### config.mk
export PLATFORM = sky130hd
export DESIGN_NAME = seven_seg_scan_mux
export DESIGN_NICKNAME = d
export VERILOG_FILES = /design/src/rtl/seven_seg_pkg.sv /design/src/rtl/hex_to_seg.sv /design/src/rtl/seven_seg_scan_mux.sv
export SDC_FILE = /design/constraint.sdc
export NUM_CORES = 1
export LEC_CHECK = 0
export ABC_AREA = 0
export BUFFER_PORTS_ARGS = -buffer_cell sky130_fd_sc_hd__clkbuf_2
export CORE_ASPECT_RATIO = 1.75
export CORE_MARGIN = 10
export CORE_UTILIZATION = 59
export DETAILED_ROUTE_END_ITERATION = 10
export PLACE_DENSITY_LB_ADDON = 0.1
export RECOVER_POWER = 100
export SLEW_MARGIN = 20
export SYNTH_ARGS = -nofsm -noshare
export SYNTH_HDL_FRONTEND = slang
export SYNTH_SLANG_ARGS = --single-unit
### constraint.sdc
create_clock -name clk -period 3.95 [get_ports clk]
set_input_delay 0.5925 -clock clk [delete_from_list [all_inputs] [get_ports clk]]
set_output_delay 0.5925 -clock clk [all_outputs]
set_load 0.05 [all_outputs]
### src/rtl/seven_seg_pkg.sv
`default_nettype none
// seven_seg_pkg: scan state encoding and the active-low hex segment table (bit0 = a ... bit6 = g). Rev 1.0
package seven_seg_pkg;

  typedef enum logic [1:0] {
    ST_OFF  = 2'd0,
    ST_DEAD = 2'd1,
    ST_ON   = 2'd2
  } scan_state_t;

  localparam logic [6:0] SEG_BLANK = 7'h7F;

  // Entry n is the pattern for hex digit n (listed F down to 0).
  localparam logic [15:0][6:0] SEG_TABLE = {
    7'h0E, 7'h06, 7'h21, 7'h46, 7'h03, 7'h08, 7'h10, 7'h00,
    7'h78, 7'h02, 7'h12, 7'h19, 7'h30, 7'h24, 7'h79, 7'h40
  };

endpackage
`default_nettype wire

### src/rtl/hex_to_seg.sv
`default_nettype none
// hex_to_seg: combinational hex nibble to active-low 7-segment pattern. Rev 1.0
module hex_to_seg
  import seven_seg_pkg::*;
(
  input  logic [3:0] nibble,
  output logic [6:0] seg
);

  assign seg = SEG_TABLE[nibble];

endmodule
`default_nettype wire

### src/rtl/seven_seg_scan_mux.sv
`default_nettype none
// seven_seg_scan_mux: time-multiplexed N-digit common-anode driver with dead time,
// frame-synchronous loading, leading-zero blanking and decimal points. Rev 1.0
module seven_seg_scan_mux
  import seven_seg_pkg::*;
#(
  parameter int NUM_DIGITS    = 4,
  parameter int REFRESH_DIV   = 100000,
  parameter int DEAD_CYCLES   = 1000,
  parameter int BLANK_LEADING = 1
) (
  input  logic                          clk,
  input  logic                          rst_n,
  input  logic                          en,
  input  logic                          load,
  input  logic [4*NUM_DIGITS-1:0]       digits_i,
  input  logic [NUM_DIGITS-1:0]         dp_i,
  input  logic [NUM_DIGITS-1:0]         blank_i,
  output logic [NUM_DIGITS-1:0]         an_o,
  output logic [6:0]                    seg_o,
  output logic                          dp_o,
  output logic [$clog2(NUM_DIGITS)-1:0] digit_idx_o,
  output logic                          frame_o
);

  localparam int IDX_W = $clog2(NUM_DIGITS);
  localparam int PRE_W = $clog2(REFRESH_DIV + 1);
  localparam logic [PRE_W-1:0] PRE_LAST  = PRE_W'(REFRESH_DIV - 1);
  localparam logic [PRE_W-1:0] DEAD_LAST = PRE_W'((DEAD_CYCLES > 0) ? DEAD_CYCLES - 1 : 0);
  localparam logic [IDX_W-1:0] IDX_LAST  = IDX_W'(NUM_DIGITS - 1);
  localparam scan_state_t SLOT_START = (DEAD_CYCLES == 0) ? ST_ON : ST_DEAD;

  if (NUM_DIGITS < 2 || NUM_DIGITS > 8) begin : g_bad_digits
    $error("seven_seg_scan_mux: NUM_DIGITS must be in 2..8");
  end
  if (DEAD_CYCLES < 0 || DEAD_CYCLES >= REFRESH_DIV) begin : g_bad_dead
    $error("seven_seg_scan_mux: DEAD_CYCLES must satisfy 0 <= DEAD_CYCLES < REFRESH_DIV");
  end

  scan_state_t             state, state_nxt;
  logic [PRE_W-1:0]        presc, presc_nxt;
  logic [IDX_W-1:0]        idx, idx_nxt;
  logic                    wrap;

  logic [4*NUM_DIGITS-1:0] sh_digits, sh_digits_nxt, disp_digits, disp_digits_nxt;
  logic [NUM_DIGITS-1:0]   sh_dp, sh_dp_nxt, disp_dp, disp_dp_nxt;
  logic [NUM_DIGITS-1:0]   sh_blank, sh_blank_nxt, disp_blank, disp_blank_nxt;
  logic                    pending, pending_nxt;

  logic [NUM_DIGITS-1:0]   lead_blank;
  logic                    zero_run;
  logic [3:0]              sel_nibble;
  logic [6:0]              dec_seg;
  logic                    dark;
  logic                    lit;

  always_comb begin
    state_nxt = state;
    presc_nxt = presc;
    idx_nxt   = idx;
    wrap      = 1'b0;
    if (!en) begin
      state_nxt = ST_OFF;
      presc_nxt = '0;
      idx_nxt   = '0;
    end else begin
      case (state)
        ST_OFF: begin
          state_nxt = SLOT_START;
          presc_nxt = '0;
        end
        ST_DEAD: begin
          presc_nxt = presc + PRE_W'(1);
          if (presc == DEAD_LAST) state_nxt = ST_ON;
        end
        ST_ON: begin
          if (presc == PRE_LAST) begin
            presc_nxt = '0;
            state_nxt = SLOT_START;
            wrap      = (idx == IDX_LAST);
            idx_nxt   = (idx == IDX_LAST) ? '0 : idx + IDX_W'(1);
          end else begin
            presc_nxt = presc + PRE_W'(1);
          end
        end
        default: state_nxt = ST_OFF;
      endcase
    end
  end

  // Shadow captures every load; the display copy only moves at a frame wrap,
  // except while dark, where there is no frame to tear.
  always_comb begin
    sh_digits_nxt   = sh_digits;
    sh_dp_nxt       = sh_dp;
    sh_blank_nxt    = sh_blank;
    pending_nxt     = pending;
    disp_digits_nxt = disp_digits;
    disp_dp_nxt     = disp_dp;
    disp_blank_nxt  = disp_blank;
    if (load) begin
      sh_digits_nxt = digits_i;
      sh_dp_nxt     = dp_i;
      sh_blank_nxt  = blank_i;
      pending_nxt   = 1'b1;
    end
    if (load && state == ST_OFF) begin
      disp_digits_nxt = digits_i;
      disp_dp_nxt     = dp_i;
      disp_blank_nxt  = blank_i;
      pending_nxt     = 1'b0;
    end else if (wrap && pending_nxt) begin
      disp_digits_nxt = sh_digits_nxt;
      disp_dp_nxt     = sh_dp_nxt;
      disp_blank_nxt  = sh_blank_nxt;
      pending_nxt     = 1'b0;
    end
  end

  always_comb begin
    lead_blank = '0;
    zero_run   = 1'b1;
    for (int k = NUM_DIGITS - 1; k > 0; k--) begin
      zero_run      = zero_run && (disp_digits_nxt[4*k +: 4] == 4'h0);
      lead_blank[k] = zero_run && (BLANK_LEADING != 0);
    end
  end

  assign sel_nibble = disp_digits_nxt[{idx_nxt, 2'b00} +: 4];
  assign dark       = disp_blank_nxt[idx_nxt] | lead_blank[idx_nxt];
  assign lit        = (state_nxt == ST_ON) && !dark;

  hex_to_seg u_hex_to_seg (
    .nibble (sel_nibble),
    .seg    (dec_seg)
  );

  // Pins are computed from next-state values so they line up with state/idx.
  always_ff @(posedge clk or negedge rst_n) begin
    if (!rst_n) begin
      state       <= ST_OFF;
      presc       <= '0;
      idx         <= '0;
      sh_digits   <= '0;
      sh_dp       <= '0;
      sh_blank    <= '0;
      pending     <= 1'b0;
      disp_digits <= '0;
      disp_dp     <= '0;
      disp_blank  <= '0;
      an_o        <= '1;
      seg_o       <= SEG_BLANK;
      dp_o        <= 1'b1;
      frame_o     <= 1'b0;
    end else begin
      state       <= state_nxt;
      presc       <= presc_nxt;
      idx         <= idx_nxt;
      sh_digits   <= sh_digits_nxt;
      sh_dp       <= sh_dp_nxt;
      sh_blank    <= sh_blank_nxt;
      pending     <= pending_nxt;
      disp_digits <= disp_digits_nxt;
      disp_dp     <= disp_dp_nxt;
      disp_blank  <= disp_blank_nxt;
      an_o        <= (state_nxt == ST_ON) ? ~(NUM_DIGITS'(1) << idx_nxt) : '1;
      seg_o       <= lit ? dec_seg : SEG_BLANK;
      dp_o        <= !(lit && disp_dp_nxt[idx_nxt]);
      frame_o     <= wrap;
    end
  end

  assign digit_idx_o = idx;

endmodule
`default_nettype wire
# == Yosys cells after proc, flatten, opt, wreduce, memory -nomap -nowiden ==
# Memory sizes are Yosys's and may differ from the RTL's.
# Index checks and enable logic that the tools add are counted.
# totals
romBits,112
mem_count,1
regBits,83
word_cells,77
input_bits,28
# classes
n_mux,35
bitwise,2
eq_ne,7
reduce_logical,12
magnitude_cmp,2
add_sub_neg,2
shifts,2
# mem_list
memory,words,word_bits,rd,rd_ports_with_merged_regs,wr,line_no,rtl
(no name shown),16,7,1,0,0,hex_to_seg.sv:10,assign seg = SEG_TABLE[nibble];
# op_table
cell,count
$pmux 17 s3,1
$mux 16,3
$mux 17,2
$mux 4,7
$add 17x1->17 const B,1
$eq 17x10->1 const B,1
$eq 17x17->1 const B,1
$shiftx 16x5->4,1
$mux 2,7
$mux 7,2
$logic_not 4->1,3
$mux 1,9
$bmux 1 s2,3
$eq 2x2->1 const B,3
$logic_and 1x1->1,6
$pmux 2 s3,1
$lt 4x5->1 const B,1
$ne 4x1->1 const B,1
$not 4->4,1
$shl 1x2->4 const A,1
$lt 2x3->1 const B,1
$add 2x1->2 const B,1
$eq 2x1->1 const B,1
$logic_not 1->1,2
other kinds (2),2

# == Longest topological paths before layout ==
# Gate-level depths: netlist of run 1.
# logic_depth
ltp_word,17
ltp_mapped,17

# == Cells and area by module ==
# A second synthesis of run 1 with hierarchy kept.
# hier_totals
hier_cells,433
area_unflattened_um2,4471.8
# by_module_without_submodules
module,cells_per_inst,instances,area_per_inst_um2,seq_area_each_um2
seven_seg_scan_mux,402,1,4210.3,2092.0
hex_to_seg,31,1,261.5,0.0

# == Worst setup path before layout of run 1 ==
# OpenSTA, ideal clock, no wires.
# synth_path
path_type,flip-flop to flip-flop
start,"register idx[0], in the netlist digit_idx_o[0]"
end,register seg_o[3]
period_less_slack_ps,3297
arrival_ps,3190
setup_ps,106
stages_incl_launch_ff,17
required_ps,3844
path_slack_ps,653
cell_sequence,dfrtp_1 ha_1 nand3_1 nor2_1 and2_4 buf_12 buf_12 buf_2 mux2i_1 o21ai_0 a22oi_1 nand2_1 inv_1 ha_1 mux2_1 nand2_1 o211ai_1
# synth_between
word_cells_on_any_way,30
classes_between,1 x add/sub; 1 x eq/ne; 1 x shift; 17 x mux; 1 x bitwise; 8 x reduce/logical; 1 x memory
# synth_lines
item,line_no,rtl
from (decl),seven_seg_scan_mux.sv:42,"logic [IDX_W-1:0] idx, idx_nxt;"
from (signal assigned),seven_seg_scan_mux.sv:158,idx <= idx_nxt;
$eq 2x2->1,seven_seg_scan_mux.sv:80,wrap = (idx == IDX_LAST);
$mux 1,seven_seg_scan_mux.sv:77,if (presc == PRE_LAST) begin
$mux 1,seven_seg_scan_mux.sv:67,case (state)
$mux 1,seven_seg_scan_mux.sv:62,if (!en) begin
$logic_and 1x1->1,seven_seg_scan_mux.sv:112,end else if (wrap && pending_nxt) begin
$mux 16,seven_seg_scan_mux.sv:112,
$mux 16,seven_seg_scan_mux.sv:107,if (load && state == ST_OFF) begin
net disp_digits_nxt[1],seven_seg_scan_mux.sv:45,"logic [4*NUM_DIGITS-1:0] sh_digits, sh_digits_nxt, disp_digits, disp_digits_nxt;"
$shiftx 16x5->4,seven_seg_scan_mux.sv:129,"assign sel_nibble = disp_digits_nxt[{idx_nxt, 2'b00} +: 4];"
$mem_v2 16x7,-,
$mux 7 (implied by the code),hex_to_seg.sv:10,
$mux 7,seven_seg_scan_mux.sv:167,seg_o <= lit ? dec_seg : SEG_BLANK;
to (signal assigned),seven_seg_scan_mux.sv:167,
to (decl),seven_seg_scan_mux.sv:20,"output logic [6:0] seg_o,"
# The timed path passes the listed nets, and every way through them passes these cells. The select of a mux whose other input is x is not followed.
# A chain may end at the register's enable or synchronous reset.

# == Final worst setup path of run 1 ==
# layout_path
start,register presc[5]
end,register dp_o
# layout_between
word_cells_on_any_way,36
classes_between,3 x eq/ne; 22 x mux; 1 x bitwise; 10 x reduce/logical
# layout_lines
item,line_no,rtl
from (decl),seven_seg_scan_mux.sv:41,"logic [PRE_W-1:0] presc, presc_nxt;"
from (signal assigned),seven_seg_scan_mux.sv:157,presc <= presc_nxt;
$eq 17x17->1,seven_seg_scan_mux.sv:77,
$mux 1,seven_seg_scan_mux.sv:77,
$mux 1,seven_seg_scan_mux.sv:67,
$mux 1,seven_seg_scan_mux.sv:62,
$logic_and 1x1->1,seven_seg_scan_mux.sv:112,
$mux 16,seven_seg_scan_mux.sv:112,
$mux 16,seven_seg_scan_mux.sv:107,
net disp_digits_nxt[6],seven_seg_scan_mux.sv:45,
$logic_not 4->1,seven_seg_scan_mux.sv:124,zero_run = zero_run && (disp_digits_nxt[4*k +: 4] == 4'h0);
$logic_and 1x1->1,seven_seg_scan_mux.sv:124,
$bmux 1 s2,seven_seg_scan_mux.sv:130,assign dark = disp_blank_nxt[idx_nxt] | lead_blank[idx_nxt];
$mux 1 (implied by the code),seven_seg_scan_mux.sv:130,
$or 1x1->1,seven_seg_scan_mux.sv:130,
$logic_not 1->1,seven_seg_scan_mux.sv:131,assign lit = (state_nxt == ST_ON) && !dark;
$logic_and 1x1->1,seven_seg_scan_mux.sv:131,
$logic_and 1x1->1,seven_seg_scan_mux.sv:168,dp_o <= !(lit && disp_dp_nxt[idx_nxt]);
$logic_not 1->1,seven_seg_scan_mux.sv:168,
to (signal assigned),seven_seg_scan_mux.sv:168,
to (decl),seven_seg_scan_mux.sv:21,"output logic dp_o,"
# The timed path passes the listed nets, and every way through them passes these cells. The select of a mux whose other input is x is not followed.

==> out/qor.yml, run 1 <==
cap_violations: 2
p_leak_nw: 2.05
hold_violations: 0
clk_latency_ps: 330
synth_edf_count: 0
r2r-end: "dp_o$_DFF_PN1_"
p_total_mw: 2.05
h-tree-depth: 3
slew_headroom_pct: -34.1
yosysTopAreaCell: "dfrtp_1"
start_util_pct: 60.3
worstPathArrival_ps: 3950
rows: 41
detail-route-antenna-nets: 0
grt_overflow: 0
clockBufferDepth: 2
cts_made_buffers: 9
worstSetupPathType: "reg2reg"
syn2layout_area_growth_pct: 13.7
min_period_ps: 3750
seqCellArea_sq_um: 2090
fin_nets: 501
yosysMostFrequentCell: "dfrtp_1"
ys_ff_latch: 83
crit_path_max_incr_delay_ps: 570
fp.dieW_um: 84.8
viasPerCell: 6.04
ys_seq_area_share_pct: 48.3
fmax_mhz: 267
worstReg2RegStart: "presc[5]$_DFFE_PN0P_"
r2r_setup_slack_ps: 200
grt_pass1_wl_um: 17400
drive_gt1_share_pct: 24.4
cts_tree: "yes"
worstPathRequired_ps: 4150
multi_input_area_sq_um: 2080
coreArea_sq_um: 7180
report.final.slew_viol_count: 113
cts_resized: 0
grt_use_met2_pct: 35.0
pin_count: 43
outcome: "finished, violations left"
wirelength_um: 10400
worstPathCellList: "or4bb_1 -> nor4_4 -> buf_4 -> and2_4 -> buf_4 -> mux2i_1 -> a21oi_1 -> nor4_1 -> o221a_1 -> nor4_4 -> nand3_1"
fp.dieH_um: 133
clkSlewWorstSetupHoldPaths_ps: 60
cts.sinks: 83
dp_hpwl_um: 7510
diodes: 0
setup_viol: 0
antenna_found_initial: 0
start_kind: "register"
syn_area_per_cell_sq_um: 10.6
power-per-cell-area_nw_per_um2: 415
synth_ff_type: "dfrtp_1"
synth_area_sq_um: 4330
gp_congestion: 0.869
cts_root_buf: "clkbuf_16"
num_vias: 3339
grt_busiest_layer: "met2"
cp_slowest_cell: "or4bb_1"
yosys-top-cells-area: "dfrtp_1 (41%), mux2_2 (7.5%), dfstp_2 (7.3%)"
syn-num-nets: 449
finalSetupTns_ps: 0
grt_util_met3_pct: 3.48
finish.utilization_pct: 68.6
max_slew.worst_pin.slew_ps: 2010
crit_path_end_kind: "register"
crit_fanout: 10
grt_max_degree: 84
drt_iter0_markers: 202
hold_start: "sh_dp[3]$_DFF_PN0_"
violations: "max-capacitance violations, max-slew violations"
grtUsageTotal_pct: 18.9
rr_worst_depth: 11
period_share_pct: 94.9
met1_usage_pct: 19.2
routedWlPerCell_um: 18.8
hold_buffers: 0
yosysWarnings: 0
synth_cell_type_count: 63
crit_path_start: "presc[5]$_DFFE_PN0P_"
crit_end: "dp_o$_DFF_PN1_"
dieArea_sq_um: 11300
io_buffers: 42
synthTopCellsByCount: "dfrtp_1 (71), nor2_1 (46), nand2_1 (41)"
finClkSkew_ps: 5.39
synth.top_cell.area_share_pct: 41.0
ir_drop_v: 0.000332
async_reset_ff_share_pct: 100
netlist_instances: 410
grt_pass1_vias: 3601
drc: 0
first_pass_iters: 4
fill_cells: 587
hp-class: "reg2reg"
==> layer usage <==
layer,wire length (um),part of all wire [%]
met2,5800,56
met5,0,0
met4,351,3.4
met1,3960,38
met3,292,2.8
==> power breakdown <==
group / internal [mW] / leakage (nW) / total (mW) / switching (mW)
Combinational: 0.120 / 0.914 / 0.286 / 0.166
Sequential: 0.914 / 1.00 / 0.941 / 0.0274
Clock: 0.507 / 0.141 / 0.818 / 0.311
==> placed cells by master (no fill, tap or decap), types with 12 or more instances in the layout <==
cell / n
dfrtp_1: 71
clkbuf_1: 21
mux2i_1: 22
mux2_2: 29
nor2_1: 46
buf_4: 18
nand2_1: 41
o21ai_0: 30
dfstp_2: 12
a21oi_1: 15
clkbuf_2: 26
==> worst max-delay path, delay by kind of cell, from the launching register on <==
| family | cells | cell delay, ps |
|---|---|---|
| flip-flops | 1 | 420 |
| buffers and inverters | 2 | 430 |
| multiplexers | 1 | 120 |
| AO/OA/AOI/OAI | 2 | 700 |
| AND/OR/NAND/NOR | 6 | 1940 |
==> area by class of cell <==
| class | instances | share of cell area [%] |
|---|---|---|
| multi-input cells | 299 | 42.2 |
| repair buffers | 61 | 6.68 |
| inverters | 8 | 0.610 |
| clock buffers | 14 | 5.16 |
| clock inverters | 2 | 0.712 |
| well taps | 86 | 2.19 |
| flip-flops and latches | 83 | 42.5 |
==> stage by stage <==
| stage | area [sq um] | hold WS, ps | worst slack (ps) | instances |
|---|---|---|---|---|
| 2_1_floorplan | 4330 | 297 | 653 | 410 |
| 3_3_place_gp | 4620 | 487 | 133 | 532 |
| 3_5_place_dp | 4620 | 494 | 11.2 | 532 |
| 4_1_cts | 4910 | 479 | 117 | 548 |
| 5_1_grt | 4920 | 507 | -29.9 | 553 |
| 6_report | 4920 | 503 | 201 | 553 |
==> what timing repair did <==
action                                  CTS  global route
pin swaps                                 1             3
endpoints found under the setup margin    1             8
setup buffers                             0             5
==> cell families after synthesis <==
kind of cell / after synthesis / synth area share [%]
adder cells (fa/ha/maj): 11 / 3.18
multiplexers: 52 / 12.9
AO/OA/AOI/OAI: 92 / 14.3
AND/OR/NAND/NOR: 137 / 16.1
flip-flops: 83 / 48.3
XOR/XNOR: 7 / 1.42
buffers and inverters: 28 / 3.76
==> sequential cells by signal, summed over array words and instances (netlist names) <==
name and count:
pending 1, digit_idx_o 2, presc 17, state 2, an_o 4, disp_dp 4
sh_blank 4, seg_o 7, disp_digits 16, dp_o 1, sh_dp 4, frame_o 1
sh_digits 16, disp_blank 4
==> worst min-delay path by stage <==
stage                          endpoint  slack [ps]  cells after the start
2_1_floorplan  digit_idx_o[0]$_DFF_PN0_         300                      0
3_3_place_gp         sh_dp[0]$_DFF_PN0_         490                      1
3_5_place_dp         sh_dp[3]$_DFF_PN0_         490                      1
4_1_cts            presc[8]$_DFFE_PN0P_         480                      1
5_1_grt           sh_blank[1]$_DFF_PN0_         510                      2
6_report             sh_dp[3]$_DFF_PN0_         500                      1
Note: power is estimated with default switching activity, not from simulation.
==> inputs of run 2 (changes only) <==
--- a/config.mk
+++ b/config.mk
@@ -9,7 +9,7 @@
 export BUFFER_PORTS_ARGS = -buffer_cell sky130_fd_sc_hd__clkbuf_2
 export CORE_ASPECT_RATIO = 1.75
 export CORE_MARGIN = 10
-export CORE_UTILIZATION = 59
+export CORE_UTILIZATION = 30
 export DETAILED_ROUTE_END_ITERATION = 10
 export PLACE_DENSITY_LB_ADDON = 0.1
 export RECOVER_POWER = 100
==> out/qor.yml, run 2 (synthesis gave the netlist of run 1 again) <==
outcome: "finished, violations left"
violations: "max-capacitance violations, max-slew violations"
rows: 58  # +41%
slew_headroom_pct: -13.3  # +21 points
power-per-cell-area_nw_per_um2: 419  # +0.88%
routedWlPerCell_um: 18.2  # -3.2%
cts.sinks: 83  # unchanged
p_seq_share_pct: 44.1  # -1.9 points
hold_buffers: 0  # unchanged
drt_iter0_markers: 145  # -28%
diodes: 0  # unchanged
start_util_pct: 30.3  # -30 points
fmax_mhz: 270  # +1.1%
hold_violations: 0  # unchanged
fp.dieW_um: 111  # +31%
clkPwrFrac_pct: 42.7  # +2.7 points
final_cell_mix: "dfrtp_1 (71), nor2_1 (46), nand2_1 (41)"
fp.dieH_um: 179  # +34%
clk_latency_ps: 340  # about the same
report.final.slew_viol_count: 64  # -43%
start_kind: "register"
p_leak_nw: 2.07  # +0.54%
grt_overflow: 0  # unchanged
p_sw_share_pct: 25.1  # +0.43 points
fill_cells: 1438  # +140%
cap_violations: 1  # -1
grt_max_degree: 64  # -24%
min_period_ps: 3710  # -42.2 ps
hp-class: "in2reg"
h-tree-depth: 3  # unchanged
fin_nets: 503  # +0.40%
whs_ps: 503  # +0.183 ps
wirelength_um: 11800  # +14%
grt_pass1_vias: 3546  # -1.5%
first_pass_iters: 4  # unchanged
p_switching_mw: 0.534  # +5.9%
ir_drop_v: 0.000210  # -37%
viasPerCell: 5.14  # -15%
syn2layout_area_growth_pct: 17.3
finalSetupTns_ps: 0  # unchanged
dieArea_sq_um: 19800  # +75%
worstPathArrival_ps: 3930  # -20 ps
clkSlewWorstSetupHoldPaths_ps: 60  # about the same
coreArea_sq_um: 14300  # +99%
drc: 0  # unchanged
p_total_mw: 2.13  # +4.1%
grtUsageTotal_pct: 12.1  # -6.8 points
max_slew.worst_pin.slew_ps: 1700  # -312 ps
dp_hpwl_um: 8690  # +16%
pin_count: 43  # unchanged
clockBufferDepth: 2  # unchanged
finClkSkew_ps: 5.98  # +0.588 ps
period_share_pct: 93.8  # -1.1 points
cts_made_buffers: 9  # unchanged
antenna_found_initial: 0  # unchanged
crit_path_end_kind: "register"
largest_reg_flops: 17  # unchanged
regMostFlops: "presc"
final_common_cell: "dfrtp_1"
drive_gt1_share_pct: 24.5  # +0.11 points
cts_tree: "yes"
gp_congestion: 0.777  # -11%
cts_setup_buffers: 0  # unchanged
worstSetupPathType: "reg2reg"
setup_viol: 0  # unchanged
worstPathRequired_ps: 4180  # +30 ps
rsz0062_at_grt: "false"
internal_power_mw: 1.59  # +3.5%
io_buffers: 42  # unchanged
cts_resized: 0  # unchanged
largestRegisters: "presc x17, disp_digits x16, sh_digits x16"
num_vias: 3333  # -0.18%
p_comb_share_pct: 13.2  # -0.8 points
detail-route-antenna-nets: 0  # unchanged
crit_fanout: 16  # +6
grt_pass1_wl_um: 19300  # +11%
cts_root_buf: "clkbuf_16"
-- run 2: cell count changes in the layout (fill, tap and decap cells not counted) --
cell and delta:
buf_4 -4, bufinv_16 +1, clkbuf_1 +1, clkbuf_2 +1, clkbuf_4 +1, clkinv_2 +1
clkinvlp_4 +1, nor4_2 -1, nor4_4 +1, o21ai_0 +1, o21ai_1 -1
-- run 2: per-layer routing --
metal,up-vias,track usage [%],share of wire [%]
met1,1664,12.9,40
met3,19,2.81,3.5
met2,60,22.0,54
li1,1590,-,-
met5,-,0,0
met4,0,5.77,2.9
-- run 2: worst max-delay path, cell delays in order (launching register included) --
cell and delay (ps):
dfrtp_1 370, or4bb_1 550, nor4_4 430, and2_4 270
buf_4 280, mux2i_1 150, a21oi_1 450, nor4_1 100
o221a_1 320, nor4_4 330, buf_4 210, o211ai_1 110
-- run 2: area by class of cell --
type                    instances  area, sq um  share of cell area, %
clock inverters                 5         77.6                   1.53
well taps                     180          225                   4.43
repair buffers                 63          327                   6.43
clock buffers                  11          243                   4.78
flip-flops and latches         83         2090                   41.2
inverters                       8         30.0                  0.591
multi-input cells             299         2080                   41.0
-- run 2: final timing paths --
| path | endpoint | slack [ps] | cells after the start | start |
|---|---|---|---|---|
| worst min-delay path | sh_digits[9]$_DFF_PN0_ | 500 | 2 | digits_i[9] |
| min in group asynchronous | disp_digits[12]$_DFF_PN0_ | 680 | 1 | rst_n |
| worst max-delay path | seg_o[1]$_DFF_PN1_ | 240 | 11 | presc[5]$_DFFE_PN0P_ |
| worst max register to register | seg_o[1]$_DFF_PN1_ | 240 | 11 | presc[5]$_DFFE_PN0P_ |
| max in group asynchronous | disp_digits[0]$_DFF_PN0_ | 1440 | 2 | rst_n |
| worst min register to register | sh_digits[2]$_DFF_PN0_ | 510 | 1 | sh_digits[2]$_DFF_PN0_ |
-- run 2: through the flow --
step	setup WS (ps)	area, sq um	util, %	std cells
finish	244	5080	35.5	649
global route	24.9	5080	35.5	649
CTS	44.5	5110	35.7	647
detailed placement	74.4	4790	33.5	631
global placement	40.0	4780	33.4	631
floorplan	653	4330	-	410
-- run 2: power by group through the flow --
stage	Sequential [mW]	Combinational (mW)	Clock, mW
after CTS	0.939	0.289	0.939
after global routing	0.946	0.314	0.972
after detailed placement	0.954	0.287	0
final	0.939	0.281	0.909
after global placement	0.953	0.284	0
after floorplan	0.946	0.189	0
